--- src/rtl/sw_pkg.sv ---
// Shared types and arithmetic helpers for the Smith-Waterman PE array.
// Provides base encodings, the PE state enum, width-aware saturating
// add/floor-at-zero subtract, and small max helpers. The helpers work on a
// 32-bit carrier; callers pass their score width so saturation lands at
// 2^w-1.
package sw_pkg;

    localparam int unsigned MAX_W = 32;
    localparam int unsigned EXT_W = MAX_W + 1;

    typedef enum logic [1:0] {
        BASE_A = 2'b00,
        BASE_T = 2'b01,
        BASE_G = 2'b10,
        BASE_C = 2'b11
    } base_e;

    typedef enum logic [1:0] {
        ST_EMPTY = 2'd0,
        ST_READY = 2'd1,
        ST_RUN   = 2'd2
    } pe_state_e;

    typedef logic [MAX_W-1:0] wide_t;

    // a + b, clamped to 2^w - 1
    function automatic wide_t sat_add(input wide_t a, input wide_t b, input int unsigned w);
        logic [EXT_W-1:0] sum;
        logic [EXT_W-1:0] lim;
        sum = {1'b0, a} + {1'b0, b};
        lim = (EXT_W'(1) << w) - EXT_W'(1);
        return (sum > lim) ? lim[MAX_W-1:0] : sum[MAX_W-1:0];
    endfunction

    // a - b, floored at 0
    function automatic wide_t sat_sub(input wide_t a, input wide_t b);
        return (a > b) ? (a - b) : '0;
    endfunction

    function automatic wide_t max2(input wide_t a, input wide_t b);
        return (a > b) ? a : b;
    endfunction

    function automatic wide_t max3(input wide_t a, input wide_t b, input wide_t c);
        return max2(max2(a, b), c);
    endfunction

    function automatic wide_t max4(input wide_t a, input wide_t b, input wide_t c, input wide_t d);
        return max2(max2(a, b), max2(c, d));
    endfunction

endpackage

--- src/rtl/sw_cell_calc.sv ---
// Combinational affine-gap cell datapath.
// Ports: read_base/ref_base - bases being compared; restart - first column,
// treat left/diag context as zero; h_left/e_left/diag - context from the
// previous column of this row; h_up/f_up - H and F from the row above;
// match/mismatch/gap_open/gap_ext - scoring constants; h_c/e_c/f_c - cell
// results.
module sw_cell_calc
    import sw_pkg::*;
#(
    parameter int unsigned SCORE_W = 16,
    parameter int unsigned SC_W    = 4
) (
    input  logic [1:0]         read_base,
    input  logic [1:0]         ref_base,
    input  logic               restart,
    input  logic [SCORE_W-1:0] h_left,
    input  logic [SCORE_W-1:0] e_left,
    input  logic [SCORE_W-1:0] diag,
    input  logic [SCORE_W-1:0] h_up,
    input  logic [SCORE_W-1:0] f_up,
    input  logic [SC_W-1:0]    match,
    input  logic [SC_W-1:0]    mismatch,
    input  logic [SC_W-1:0]    gap_open,
    input  logic [SC_W-1:0]    gap_ext,
    output logic [SCORE_W-1:0] h_c,
    output logic [SCORE_W-1:0] e_c,
    output logic [SCORE_W-1:0] f_c
);

    logic  is_match;
    wide_t hl_w, el_w, dg_w, hu_w, fu_w;
    wide_t go_w, ge_w, sc_w;
    wide_t e_w, f_w, d_w;

    // Left and diagonal context is cleared on the first column of a row.
    assign hl_w = restart ? '0 : MAX_W'(h_left);
    assign el_w = restart ? '0 : MAX_W'(e_left);
    assign dg_w = restart ? '0 : MAX_W'(diag);
    assign hu_w = MAX_W'(h_up);
    assign fu_w = MAX_W'(f_up);
    assign go_w = MAX_W'(gap_open);
    assign ge_w = MAX_W'(gap_ext);

    assign is_match = (read_base == ref_base);
    assign sc_w     = is_match ? MAX_W'(match) : MAX_W'(mismatch);

    // Horizontal gap, vertical gap, then diagonal move.
    assign e_w = max2(sat_sub(hl_w, go_w), sat_sub(el_w, ge_w));
    assign f_w = max2(sat_sub(hu_w, go_w), sat_sub(fu_w, ge_w));
    assign d_w = is_match ? sat_add(dg_w, sc_w, SCORE_W) : sat_sub(dg_w, sc_w);

    assign h_c = SCORE_W'(max4(MAX_W'(0), d_w, e_w, f_w));
    assign e_c = SCORE_W'(e_w);
    assign f_c = SCORE_W'(f_w);

endmodule

--- src/rtl/sw_pe_affine.sv ---
// Smith-Waterman processing element with affine gap scoring.
// Holds one read base and scores one matrix cell per streamed reference base,
// forwarding the stream, H and F to the next PE one cycle later. An unloaded
// (or idle, between alignments) PE passes h/f through unchanged.
// Ports: clk/rst - clock, async active-high reset; load_i/read_2_i - capture
// read base; en_i/sof_i/eof_i/ref_2_i/h_i/f_i - upstream stream beat;
// match/mismatch/gap_open/gap_ext - scoring constants; en_o/sof_o/eof_o/
// ref_2_o/h_o/f_o - downstream stream; max_o/max_col_o - row maximum and its
// column; done_o - pulse after an alignment's last column.
module sw_pe_affine
    import sw_pkg::*;
#(
    parameter int unsigned SCORE_W = 16,
    parameter int unsigned POS_W   = 10,
    parameter int unsigned SC_W    = 4
) (
    input  logic               clk,
    input  logic               rst,
    input  logic               load_i,
    input  logic [1:0]         read_2_i,
    input  logic               en_i,
    input  logic               sof_i,
    input  logic               eof_i,
    input  logic [1:0]         ref_2_i,
    input  logic [SCORE_W-1:0] h_i,
    input  logic [SCORE_W-1:0] f_i,
    input  logic [SC_W-1:0]    match,
    input  logic [SC_W-1:0]    mismatch,
    input  logic [SC_W-1:0]    gap_open,
    input  logic [SC_W-1:0]    gap_ext,
    output logic               en_o,
    output logic               sof_o,
    output logic               eof_o,
    output logic [1:0]         ref_2_o,
    output logic [SCORE_W-1:0] h_o,
    output logic [SCORE_W-1:0] f_o,
    output logic [SCORE_W-1:0] max_o,
    output logic [POS_W-1:0]   max_col_o,
    output logic               done_o
);

    pe_state_e          state_q, state_d;
    base_e              base_q;
    logic [SCORE_W-1:0] h_left_q, e_left_q, diag_q;
    logic [POS_W-1:0]   col_q;
    logic [POS_W-1:0]   col_cur, col_nxt;
    logic [SCORE_W-1:0] h_c, e_c, f_c;
    logic               compute_c;
    logic               base_load_c;

    // State register
    always_ff @(posedge clk or posedge rst) begin
        if (rst) begin
            state_q <= ST_EMPTY;
        end else begin
            state_q <= state_d;
        end
    end

    // Next state; a sof+eof beat is a complete one-column alignment.
    always_comb begin
        state_d = state_q;
        unique case (state_q)
            ST_EMPTY: if (load_i) state_d = ST_READY;
            ST_READY: if (en_i && sof_i && !eof_i) state_d = ST_RUN;
            ST_RUN:   if (en_i && eof_i) state_d = ST_READY;
            default:  state_d = ST_EMPTY;
        endcase
    end

    // Per-state control: score this beat, or accept a new read base.
    always_comb begin
        compute_c   = 1'b0;
        base_load_c = 1'b0;
        unique case (state_q)
            ST_EMPTY: base_load_c = load_i;
            ST_READY: begin
                base_load_c = load_i;
                compute_c   = en_i && sof_i;
            end
            ST_RUN:   compute_c = en_i;
            default: ;
        endcase
    end

    // Column of this beat, and the saturating next column.
    assign col_cur = sof_i ? '0 : col_q;
    assign col_nxt = (&col_cur) ? col_cur : col_cur + POS_W'(1);

    sw_cell_calc #(
        .SCORE_W (SCORE_W),
        .SC_W    (SC_W)
    ) u_cell (
        .read_base (base_q),
        .ref_base  (ref_2_i),
        .restart   (sof_i),
        .h_left    (h_left_q),
        .e_left    (e_left_q),
        .diag      (diag_q),
        .h_up      (h_i),
        .f_up      (f_i),
        .match     (match),
        .mismatch  (mismatch),
        .gap_open  (gap_open),
        .gap_ext   (gap_ext),
        .h_c       (h_c),
        .e_c       (e_c),
        .f_c       (f_c)
    );

    // Stream outputs, row context and maximum tracking.
    always_ff @(posedge clk or posedge rst) begin
        if (rst) begin
            base_q    <= BASE_A;
            h_left_q  <= '0;
            e_left_q  <= '0;
            diag_q    <= '0;
            col_q     <= '0;
            en_o      <= 1'b0;
            sof_o     <= 1'b0;
            eof_o     <= 1'b0;
            ref_2_o   <= '0;
            h_o       <= '0;
            f_o       <= '0;
            max_o     <= '0;
            max_col_o <= '0;
            done_o    <= 1'b0;
        end else begin
            en_o   <= en_i;
            sof_o  <= en_i & sof_i;
            eof_o  <= en_i & eof_i;
            done_o <= compute_c & eof_i;
            if (base_load_c) begin
                base_q <= base_e'(read_2_i);
            end
            if (en_i) begin
                ref_2_o <= ref_2_i;
                if (compute_c) begin
                    h_o      <= h_c;
                    f_o      <= f_c;
                    h_left_q <= h_c;
                    e_left_q <= e_c;
                    diag_q   <= h_i;
                    col_q    <= col_nxt;
                    // Strict compare keeps the earliest column on ties.
                    if (sof_i || (h_c > max_o)) begin
                        max_o     <= h_c;
                        max_col_o <= col_cur;
                    end
                end else begin
                    h_o <= h_i;
                    f_o <= f_i;
                end
            end
        end
    end

endmodule
--- config.mk ---
export PLATFORM = sky130hd
export DESIGN_NAME = sw_pe_affine
export DESIGN_NICKNAME = d
export VERILOG_FILES = /design/src/rtl/sw_pkg.sv /design/src/rtl/sw_cell_calc.sv /design/src/rtl/sw_pe_affine.sv
export SDC_FILE = /design/constraint.sdc
export NUM_CORES = 1
export LEC_CHECK = 0
export CORE_MARGIN = 5
export CORE_UTILIZATION = 30
export CTS_CLUSTER_SIZE = 8
export DETAILED_ROUTE_END_ITERATION = 12
export PLACE_DENSITY_LB_ADDON = 0.05
export RECOVER_POWER = 25
export SLEW_MARGIN = 5
export SYNTH_ARGS = -nofsm -noshare
export SYNTH_HDL_FRONTEND = slang
export SYNTH_SLANG_ARGS = --single-unit
export TNS_END_PERCENT = 5
--- constraint.sdc ---
create_clock -name clk -period 31.4 [get_ports clk]
set_clock_uncertainty 0.05 [all_clocks]
set_input_delay 7.85 -clock clk [delete_from_list [all_inputs] [get_ports clk]]
set_output_delay 7.85 -clock clk [all_outputs]
set_load 0.02 [all_outputs]
==> reports/qor.yml, run 1 <==
synth_area_leader_cell: "dfrtp_1"
power.internal_w: 0.000789
path_class: "primary input to flop"
tightestPinTransition_ns: 3.34
rows: 77
cts_buffer_depth: 2
clkTransAtPathRegs_ns: 0.06
synth_compound_area_share_pct: 23.9
synthTopCellsByArea: "dfrtp_1, ha_1, nand2_1, o21ai_0, a21oi_1"
p_switching_w: 0.000871
core_sq_um: 43900
crit_fanout: 29
yosysWarnings: 0
io_buffers: 121
min_period_ns: 21.94
synth_edf_count: 0
ir_drop_uv: 41.3
initial_core_util_pct: 30.1
num_antenna_cells: 0
drtIter0Drc: 964
hold_class: "flop to flop"
p_per_area_nw_per_um2: 105
root_buffer: "clkbuf_16"
cts_resized: 0
yosys.area_share.adder_pct: 15.8
routabilityCongestion: 0.914
synth-simple-area-share_pct: 23.3
ioPinCount: 122
layout_setup_ws_ns: 9.46
cts_made_buffers: 17
setup_tns_ns: 0
yosysMostFrequentCell: "nand2_1"
period_share_pct: 69.9
area_growth_pct: 19.0
synthArstFlopShare_pct: 100
ant_nets: 0
ys_seq_area_share_pct: 23.8
crit_arrival_ns: 22.24
seq_power_share_pct: 17.8
crit_family: "compound AO/OA/AOI/OAI gates"
fp.dieW_um: 220
grt.busiest_layer: "met2"
slew_violations: 113
drive_above_1_share_pct: 6.33
hold_buffers: 0
ys_seq_elements: 126
track_usage_pct: 21.8
syn_inst: 1653
swShare_pct: 52.5
met3_usage_pct: 3.42
synth_top_cell_area_share_pct: 23.8
post_synth_xor_area_fraction_pct: 2.38
startpoint_type: "primary input"
wl_mm: 53.0
grt_overflow: 0
rsz0062_at_grt: "no"
critPathBufInv: 6
drv_cap: 2
dp_hpwl_mm: 42.0
cts_setup_buffers: 0
drtPass1Iterations: 5
setup_violations: 0
vias_per_cell: 5.47
grt_pass1_vias: 12600
avgSynthCellArea_sq_um: 8.01
num_vias: 12900
pre_cts_ws_ns: 9.22
maxClockFrequency_ghz: 0.0456
ys_types: 83
grt_pass1_wl_mm: 79.8
gr-usage-met2_pct: 33.7
cts_max_level: 4
synth.area.mux_share_pct: 5.45
run_status: "finished with violations"
syn_area_sq_um: 13200
slew_headroom_pct: -124
finish.utilization_pct: 35.9
critPathCaptureType: "flop"
synthTopCellsByCount: "nand2_1, ha_1, dfrtp_1, nor2_1, o21ai_0"
dieArea_sq_um: 48400
fillers: 4661
hold_viol_final: 0
violations: "max-capacitance violations, max-slew violations"
p_comb_share_pct: 68.5
route.detailed.drc: 0
synth_top_family_by_area: "compound AO/OA/AOI/OAI gates"
synth_ff_type: "dfrtp_1"
required_ns: 31.69
routedWlPerCell_um: 22.4
clkSinkCount: 126
grt_max_degree: 68
antenna_found_initial: 0
tritoncts: "yes"
clock_power_share_pct: 13.7
critical-path-slowest-cell: "a41oi_1"
max_stage_delay_ns: 1.09
final_nets: 1979
grt_use_met1_pct: 31.7
critPathMostFrequentCell: "ha_1"
die-height_um: 220
power.leakage_nw: 6.93
clock_latency_ns: 0.45
final timing paths:
kind / to / startpoint / depth (start not counted) / slack [ns]
max reg2reg: max_o[11]$_DFFE_PP0P_ / e_left_q[0]$_DFFE_PP0P_ / 41 / 17.66
min: e_left_q[2]$_DFFE_PP0P_ / e_left_q[2]$_DFFE_PP0P_ / 2 / 0.42
max: max_o[11]$_DFFE_PP0P_ / sof_i / 42 / 9.46
max in group asynchronous: h_left_q[15]$_DFFE_PP0P_ / rst / 3 / 20.55
min reg2reg: e_left_q[2]$_DFFE_PP0P_ / e_left_q[2]$_DFFE_PP0P_ / 2 / 0.42
min in group asynchronous: ref_2_o[0]$_DFFE_PP0P_ / rst / 2 / 8.77
per-layer routing:
metal	up-vias	routed length, um
met1	6269	26000
met4	0	921
met5	-	0
met2	343	23500
li1	6272	-
met3	42	2620
cells in the final DEF (no fill, tap or decap), drive strengths merged, types with 14 or more instances in the layout:
| cell | instances |
|---|---|
| a211oi | 31 |
| o211ai | 17 |
| nor2b | 42 |
| or2 | 15 |
| nor4 | 20 |
| nand2 | 199 |
| nand3 | 28 |
| xnor2 | 26 |
| ha | 158 |
| o21ai | 117 |
| dfrtp | 126 |
| o221ai | 21 |
| conb | 27 |
| nand4 | 30 |
| mux2i | 38 |
| clkbuf | 23 |
| o21a | 22 |
| or4 | 14 |
| inv | 97 |
| nor3 | 45 |
| nand2b | 28 |
| nor2 | 116 |
| a21oi | 99 |
| a21o | 22 |
| or3 | 19 |
| and3 | 19 |
| a221oi | 14 |
| mux2 | 26 |
| buf | 20 |
| clkdlybuf4s50 | 111 |
worst register-to-register path, delay by kind of cell, from the launching register on:
| family | cells | cell delay [ns] |
|---|---|---|
| AO/OA/AOI/OAI | 16 | 6.12 |
| adder cells (fa/ha/maj) | 6 | 1.68 |
| buffers and inverters | 4 | 0.60 |
| flip-flops | 1 | 0.36 |
| multiplexers | 1 | 0.66 |
| AND/OR/NAND/NOR | 14 | 4.18 |
flip-flops by register name, summed over array words and instances, names as in the netlist:
signal	flops
base_q	2
max_col_o	10
h_o	16
eof_o	1
done_o	1
max_o	16
en_o	1
h_left_q	16
e_left_q	16
state_q	2
col_q	10
diag_q	16
sof_o	1
f_o	16
ref_2_o	2
metrics by stage:
stage	cell area [sq um]	power, W	cells	hold slack, ns
5_1_grt	15800	0.00179	2361	0.447
6_report	15800	0.00166	2361	0.419
2_1_floorplan	13300	0.00101	1678	0.388
4_1_cts	15800	0.00167	2361	0.422
3_3_place_gp	15100	0.00143	2330	0.407
3_5_place_dp	15100	0.00143	2330	0.408
layout make-up:
type | instances | area (sq um) | share of cell area (%)
Clock buffer | 21 | 460 | 2.92
Clock inverter | 10 | 185 | 1.18
Inverter | 97 | 365 | 2.32
Multi-Input combinational cell | 1374 | 9510 | 60.3
Sequential cell | 126 | 3150 | 20.0
Tap cell | 592 | 741 | 4.70
Timing Repair Buffer | 141 | 1350 | 8.54
power by group through the flow:
stage                     clock, W  sequential, W  combinational [W]
after global routing      0.000238       0.000305            0.00125
after global placement           0       0.000299            0.00113
final                     0.000227       0.000296            0.00114
after detailed placement         0       0.000298            0.00113
after floorplan                  0       0.000302           0.000709
after CTS                 0.000232       0.000296            0.00114
kinds of logic (layout without fill, tap and decap cells):
| family | count (synthesis) | count (layout) |
|---|---|---|
| flip-flops | 126 | 126 |
| XOR/XNOR | 36 | 36 |
| AO/OA/AOI/OAI | 467 | 467 |
| other | 2 | 27 |
| multiplexers | 64 | 64 |
| adder cells (fa/ha/maj) | 164 | 164 |
| buffers and inverters | 178 | 269 |
| AND/OR/NAND/NOR | 616 | 616 |
Power figures use the tool's default switching activity.
==> inputs of run 2 (changes only) <==
==> constraint.sdc (replaced) <==
create_clock -name clk -period 22.6 [get_ports clk]
set_clock_uncertainty 0.05 [all_clocks]
set_input_delay 5.65 -clock clk [delete_from_list [all_inputs] [get_ports clk]]
set_output_delay 5.65 -clock clk [all_outputs]
set_load 0.02 [all_outputs]
==> run 2 against run 1 <==
  * The run still ends with max-capacitance violations, max-slew violations left
  * Die area is the same
  * Core utilization is 0.14 points lower
  * Total power rose by 38%
  * Count of clock-buffer cells in the layout rose by 4
  * Register-to-register slack worse by 8.6 ns
  * Flip-flop and latch count did not move
  * Critical path depth did not move
  * Worst hold slack about the same
  * Sequential share of layout area up 0.080 points
==> reports/qor.yml, run 2 (synthesized netlist as in run 1, its figures left out) <==
clock_power_share_pct: 12.7  # was 13.7%
cts_max_level: 4  # unchanged
grt_overflow: 0  # unchanged
min_period_ns: 19.30
power.internal_w: 0.00108  # was 0.000789 W
clkSinkCount: 126  # unchanged
grt_max_degree: 73  # was 68
dp_hpwl_mm: 41.9  # was 42.0 mm
period_share_pct: 85.4
placed_area_sq_um: 15100  # about the same
routedWlPerCell_um: 22.6  # was 22.4 um
setup_tns_ns: 0  # unchanged
clock_latency_ns: 0.45  # about the same
final_cell_mix: "nand2_1, ha_1, dfrtp_1"  # unchanged
clkTransAtPathRegs_ns: 0.06  # about the same
swShare_pct: 53.0  # was 52.5%
ir_drop_uv: 73.4  # was 41.3 uV
initial_core_util_pct: 30.1  # unchanged
tritoncts: "yes"  # unchanged
cts_resized: 0  # unchanged
route.detailed.drc: 0  # unchanged
path_class: "primary input to flop"  # unchanged
rrSetupSlack_ns: 9.09  # was 17.66 ns
p_switching_w: 0.00121  # was 0.000871 W
fp.dieW_um: 220  # unchanged
ioPinCount: 122  # unchanged
finalPower_w: 0.00229  # was 0.00166 W
track_usage_pct: 22.0  # was 21.8%
max_stage_delay_ns: 1.06  # was 1.09 ns
drtIter0Drc: 977  # was 964
seq_power_share_pct: 18.0  # was 17.8%
routabilityCongestion: 0.872  # was 0.914
critical-path-slowest-cell: "a41oi_1"  # unchanged
maxClockFrequency_ghz: 0.0518
cts_made_buffers: 17  # unchanged
holdWs_ns: 0.419  # about the same
core_sq_um: 43900  # unchanged
hold_class: "flop to flop"  # unchanged
root_buffer: "clkbuf_16"  # unchanged
ant_nets: 0  # unchanged
antenna_found_initial: 0  # unchanged
grt_pass1_vias: 12600  # about the same
critPathCaptureType: "flop"  # unchanged
slew_headroom_pct: -150  # was -124%
area_growth_pct: 18.5  # was 19.0%
final_nets: 1978  # was 1979
vias_per_cell: 5.51  # was 5.47
num_antenna_cells: 0  # unchanged
rsz0062_at_grt: "no"  # unchanged
critPathMostFrequentCell: "ha_1"  # unchanged
placedCellCount: 2329  # was 2330
p_per_area_nw_per_um2: 146  # was 105 nW/um^2
rows: 77  # unchanged
dieArea_sq_um: 48400  # unchanged
crit_fanout: 24  # was 29
num_vias: 13000  # was 12900
slew_violations: 118  # was 113
power.leakage_nw: 6.89  # was 6.93 nW
drive_above_1_share_pct: 6.11  # was 6.33%
grt_pass1_wl_mm: 80.4  # was 79.8 mm
final_cells: 2360  # was 2361
p_comb_share_pct: 69.3  # was 68.5%
violations: "max-capacitance violations, max-slew violations"  # unchanged
fin_area_sq_um: 15700  # was 15800 sq um
hold_buffers: 0  # unchanged
setup_violations: 0  # unchanged
tightestPinTransition_ns: 3.72  # was 3.34 ns
drtPass1Iterations: 5  # unchanged
run_status: "finished with violations"  # unchanged
cts_setup_buffers: 0  # unchanged
fillers: 4654  # was 4661
io_buffers: 121  # unchanged
startpoint_type: "primary input"  # unchanged
wl_mm: 53.4  # was 53.0 mm
required_ns: 22.86  # was 31.69 ns
hold_viol_final: 0  # unchanged
die-height_um: 220  # unchanged
drv_cap: 2  # unchanged
crit_arrival_ns: 19.55  # was 22.24 ns
cts_buffer_depth: 2  # unchanged
final_common_cell: "nand2_1"  # unchanged
run 2: stage by stage:
| stage | util [%] | worst slack (ns) |
|---|---|---|
| 4_1_cts | 35.7 | 3.57 |
| 6_report | 35.7 | 3.30 |
| 3_3_place_gp | 34.4 | 3.21 |
| 2_1_floorplan | - | 6.03 |
| 3_5_place_dp | 34.4 | 3.10 |
| 5_1_grt | 35.7 | 2.38 |
run 2: path summary, 6_finish.rpt:
kind,startpoint,endpoint,depth (start not counted)
worst max-delay path,sof_i,max_o[11]$_DFFE_PP0P_,42
worst min-delay path,e_left_q[2]$_DFFE_PP0P_,e_left_q[2]$_DFFE_PP0P_,2
worst max register to register,e_left_q[2]$_DFFE_PP0P_,max_o[11]$_DFFE_PP0P_,38
worst min register to register,e_left_q[2]$_DFFE_PP0P_,e_left_q[2]$_DFFE_PP0P_,2
max in group asynchronous,rst,h_left_q[4]$_DFFE_PP0P_,3
min in group asynchronous,rst,base_q[0]$_DFFE_PP0P_,2
run 2: critical path, delay by kind of cell:
family | cells | cell delay, ns
compound gates | 17 | 6.72
mux | 1 | 0.60
fa+ha+maj | 6 | 1.66
simple gates | 13 | 3.81
buf+inv | 5 | 1.10
run 2: routing by layer:
layer | GRT usage (%) | vias up | share of wire (%)
met1 | 32.3 | 6344 | 49
met4 | 6.26 | 0 | 2.1
li1 | - | 6283 | -
met2 | 33.4 | 317 | 44
met5 | 0 | - | 0
met3 | 3.41 | 53 | 4.4
run 2: cell type report:
type                       instances  area (sq um)  share of cell area [%]
tap                              592           741                    4.72
multi-input combinational       1374          9510                    60.6
inverter                          97           365                    2.33
sequential                       126          3150                    20.1
clock inverter                     6           108                   0.686
clock buffer                      25           485                    3.09
timing repair buffer             140          1340                    8.51
run 2: power by group through the flow:
stage               Combinational (W)  Clock [W]  Sequential, W
global route                  0.00174   0.000307       0.000425
detailed placement            0.00157          0       0.000415
floorplan                    0.000985          0       0.000420
CTS                           0.00158   0.000299       0.000412
global placement              0.00157          0       0.000417
finish                        0.00159   0.000291       0.000413
==> inputs of run 3 (changes only) <==
--- a/config.mk
+++ b/config.mk
@@ -6,11 +6,12 @@
 export NUM_CORES = 1
 export LEC_CHECK = 0
 export CORE_MARGIN = 5
-export CORE_UTILIZATION = 30
+export CORE_UTILIZATION = 55
 export CTS_CLUSTER_SIZE = 8
 export DETAILED_ROUTE_END_ITERATION = 12
 export PLACE_DENSITY_LB_ADDON = 0.05
 export RECOVER_POWER = 25
+export SKIP_LAST_GASP = 1
 export SLEW_MARGIN = 5
 export SYNTH_ARGS = -nofsm -noshare
 export SYNTH_HDL_FRONTEND = slang
==> constraint.sdc (replaced) <==
create_clock -name clk -period 24.2 [get_ports clk]
set_clock_uncertainty 0.05 [all_clocks]
set_input_delay 6.05 -clock clk [delete_from_list [all_inputs] [get_ports clk]]
set_output_delay 6.05 -clock clk [all_outputs]
set_load 0.02 [all_outputs]
==> run 3 against run 2 <==
  * The run still ends with max-capacitance violations, max-slew violations left
  * Largest cell class unchanged
  * Core utilization rose by 29 points
  * Critical endpoint unchanged
  * Global-route usage rose by 11 points
  * Largest power group unchanged
  * Via count rose by 3.9%
==> reports/qor.yml, run 3 (synthesized netlist as in run 1, its figures left out) <==
max_stage_delay_ns: 0.95  # was 1.06 ns
cts_setup_buffers: 0  # unchanged
track_usage_pct: 33.3  # was 22.0%
drv_cap: 3  # was 2
cts_resized: 0  # unchanged
area_growth_pct: 15.9  # was 18.5%
cts_buffer_depth: 2  # unchanged
hold_viol_final: 0  # unchanged
power.leakage_nw: 6.88  # was 6.89 nW
grt_overflow: 0  # unchanged
finalPower_w: 0.00211  # was 0.00229 W
final_nets: 1977  # was 1978
clkTransAtPathRegs_ns: 0.06  # about the same
drtPass1Iterations: 6  # was 5
core_sq_um: 23600  # was 43900 sq um
num_vias: 13500  # was 13000
r2r_cells: 42  # was 38
ioPinCount: 122  # unchanged
rsz0062_at_grt: "no"  # unchanged
root_buffer: "clkbuf_16"  # unchanged
hold_depth: 2  # unchanged
initial_core_util_pct: 56.1  # was 30.1%
hold_buffers: 0  # unchanged
maxClockFrequency_ghz: 0.0507
hold_start: "e_left_q[3]$_DFFE_PP0P_"  # was e_left_q[2]$_DFFE_PP0P_
ant_nets: 0  # unchanged
run_status: "finished with violations"  # unchanged
tightestPinTransition_ns: 2.63  # was 3.72 ns
wl_mm: 45.4  # was 53.4 mm
clock_latency_ns: 0.44  # was 0.45 ns
rrSetupSlack_ns: 10.48  # was 9.09 ns
clkSinkCount: 126  # unchanged
grt_pass1_wl_mm: 70.3  # was 80.4 mm
placed_area_sq_um: 14800  # was 15100 sq um
cts_max_level: 4  # unchanged
r2r_start: "e_left_q[2]$_DFFE_PP0P_"  # unchanged
path_class: "primary input to flop"  # unchanged
drtIter0Drc: 1539  # was 977
reg2reg_to: "max_o[11]$_DFFE_PP0P_"  # unchanged
tritoncts: "yes"  # unchanged
route.detailed.drc: 0  # unchanged
fp.dieW_um: 165  # was 220 um
setup_tns_ns: 0  # unchanged
dp_hpwl_mm: 34.9  # was 41.9 mm
critical-path-slowest-cell: "o211ai_1"  # was a41oi_1
startpoint_type: "primary input"  # unchanged
violations: "max-capacitance violations, max-slew violations"  # unchanged
p_per_area_nw_per_um2: 137  # was 146 nW/um^2
antenna_found_initial: 0  # unchanged
placedCellCount: 2055  # was 2329
final_cell_mix: "nand2_1, ha_1, dfrtp_1"  # unchanged
hold_class: "flop to flop"  # unchanged
required_ns: 24.47  # was 22.86 ns
crit_arrival_ns: 19.98  # was 19.55 ns
final_common_cell: "nand2_1"  # unchanged
hold_end: "e_left_q[3]$_DFFE_PP0P_"  # was e_left_q[2]$_DFFE_PP0P_
slew_violations: 129  # was 118
fin_area_sq_um: 15300  # was 15700 sq um
final_cells: 2087  # was 2360
ir_drop_uv: 92.4  # was 73.4 uV
drive_above_1_share_pct: 6.28  # was 6.11%
setup_violations: 0  # unchanged
finish.utilization_pct: 65.0  # was 35.7%
dieArea_sq_um: 27300  # was 48400 sq um
vias_per_cell: 6.47  # was 5.51
critPathCaptureType: "flop"  # unchanged
slew_headroom_pct: -75.3  # was -150%
routedWlPerCell_um: 21.7  # was 22.6 um
period_share_pct: 81.5
num_antenna_cells: 0  # unchanged
io_buffers: 121  # unchanged
die-height_um: 165  # was 220 um
grt_max_degree: 76  # was 73
cts_made_buffers: 17  # unchanged
routabilityCongestion: 1.05  # was 0.872
rows: 56  # was 77
min_period_ns: 19.71
crit_fanout: 32  # was 24
grt_pass1_vias: 12600  # about the same
-- run 3: area by class of cell --
class	instances	area, sq um
inverters	97	365
well taps	319	399
clock buffers	19	443
flip-flops and latches	126	3150
fillers	2133	8270
repair buffers	139	1330
clock inverters	13	155
multi-input cells	1374	9510
-- run 3: worst max-delay path by stage --
stage	start	endpoint	slack, ns	cells past startpoint
5_1_grt	sof_i	max_o[11]$_DFFE_PP0P_	3.71	46
6_report	sof_i	max_o[11]$_DFFE_PP0P_	4.49	46
4_1_cts	sof_i	max_o[11]$_DFFE_PP0P_	5.00	46
2_1_floorplan	sof_i	max_o[1]$_DFFE_PP0P_	7.23	55
3_5_place_dp	sof_i	max_o[11]$_DFFE_PP0P_	4.60	46
3_3_place_gp	sof_i	max_o[1]$_DFFE_PP0P_	5.06	46
-- run 3: worst max-delay path: cells and delay by family --
| kind | cells | cell delay, ns |
|---|---|---|
| simple gates | 16 | 4.36 |
| compound gates | 16 | 5.63 |
| fa+ha+maj | 6 | 1.77 |
| mux | 1 | 0.68 |
| buf+inv | 7 | 1.46 |
-- run 3: per-stage QoR --
stage	setup slack, ns	hold slack (ns)
after floorplan	7.23	0.388
after global placement	5.06	0.403
after detailed placement	4.60	0.404
after CTS	5.00	0.419
after global routing	3.71	0.435
final	4.49	0.428
-- run 3: routing by layer --
metal	part of all wire, %	track usage, %	up-vias
li1	-	-	6277
met4	2.5	9.00	0
met2	44	51.4	644
met1	44	47.2	6507
met5	0	0	-
met3	10	7.20	82
-- run 3: report_power, final --
group / total [W] / switching [W] / internal (W)
clock network: 0.000273 / 0.000116 / 0.000157
logic: 0.00145 / 0.000907 / 0.000544
registers: 0.000381 / 0.0000898 / 0.000292
total: 0.00211 / 0.00111 / 0.000993
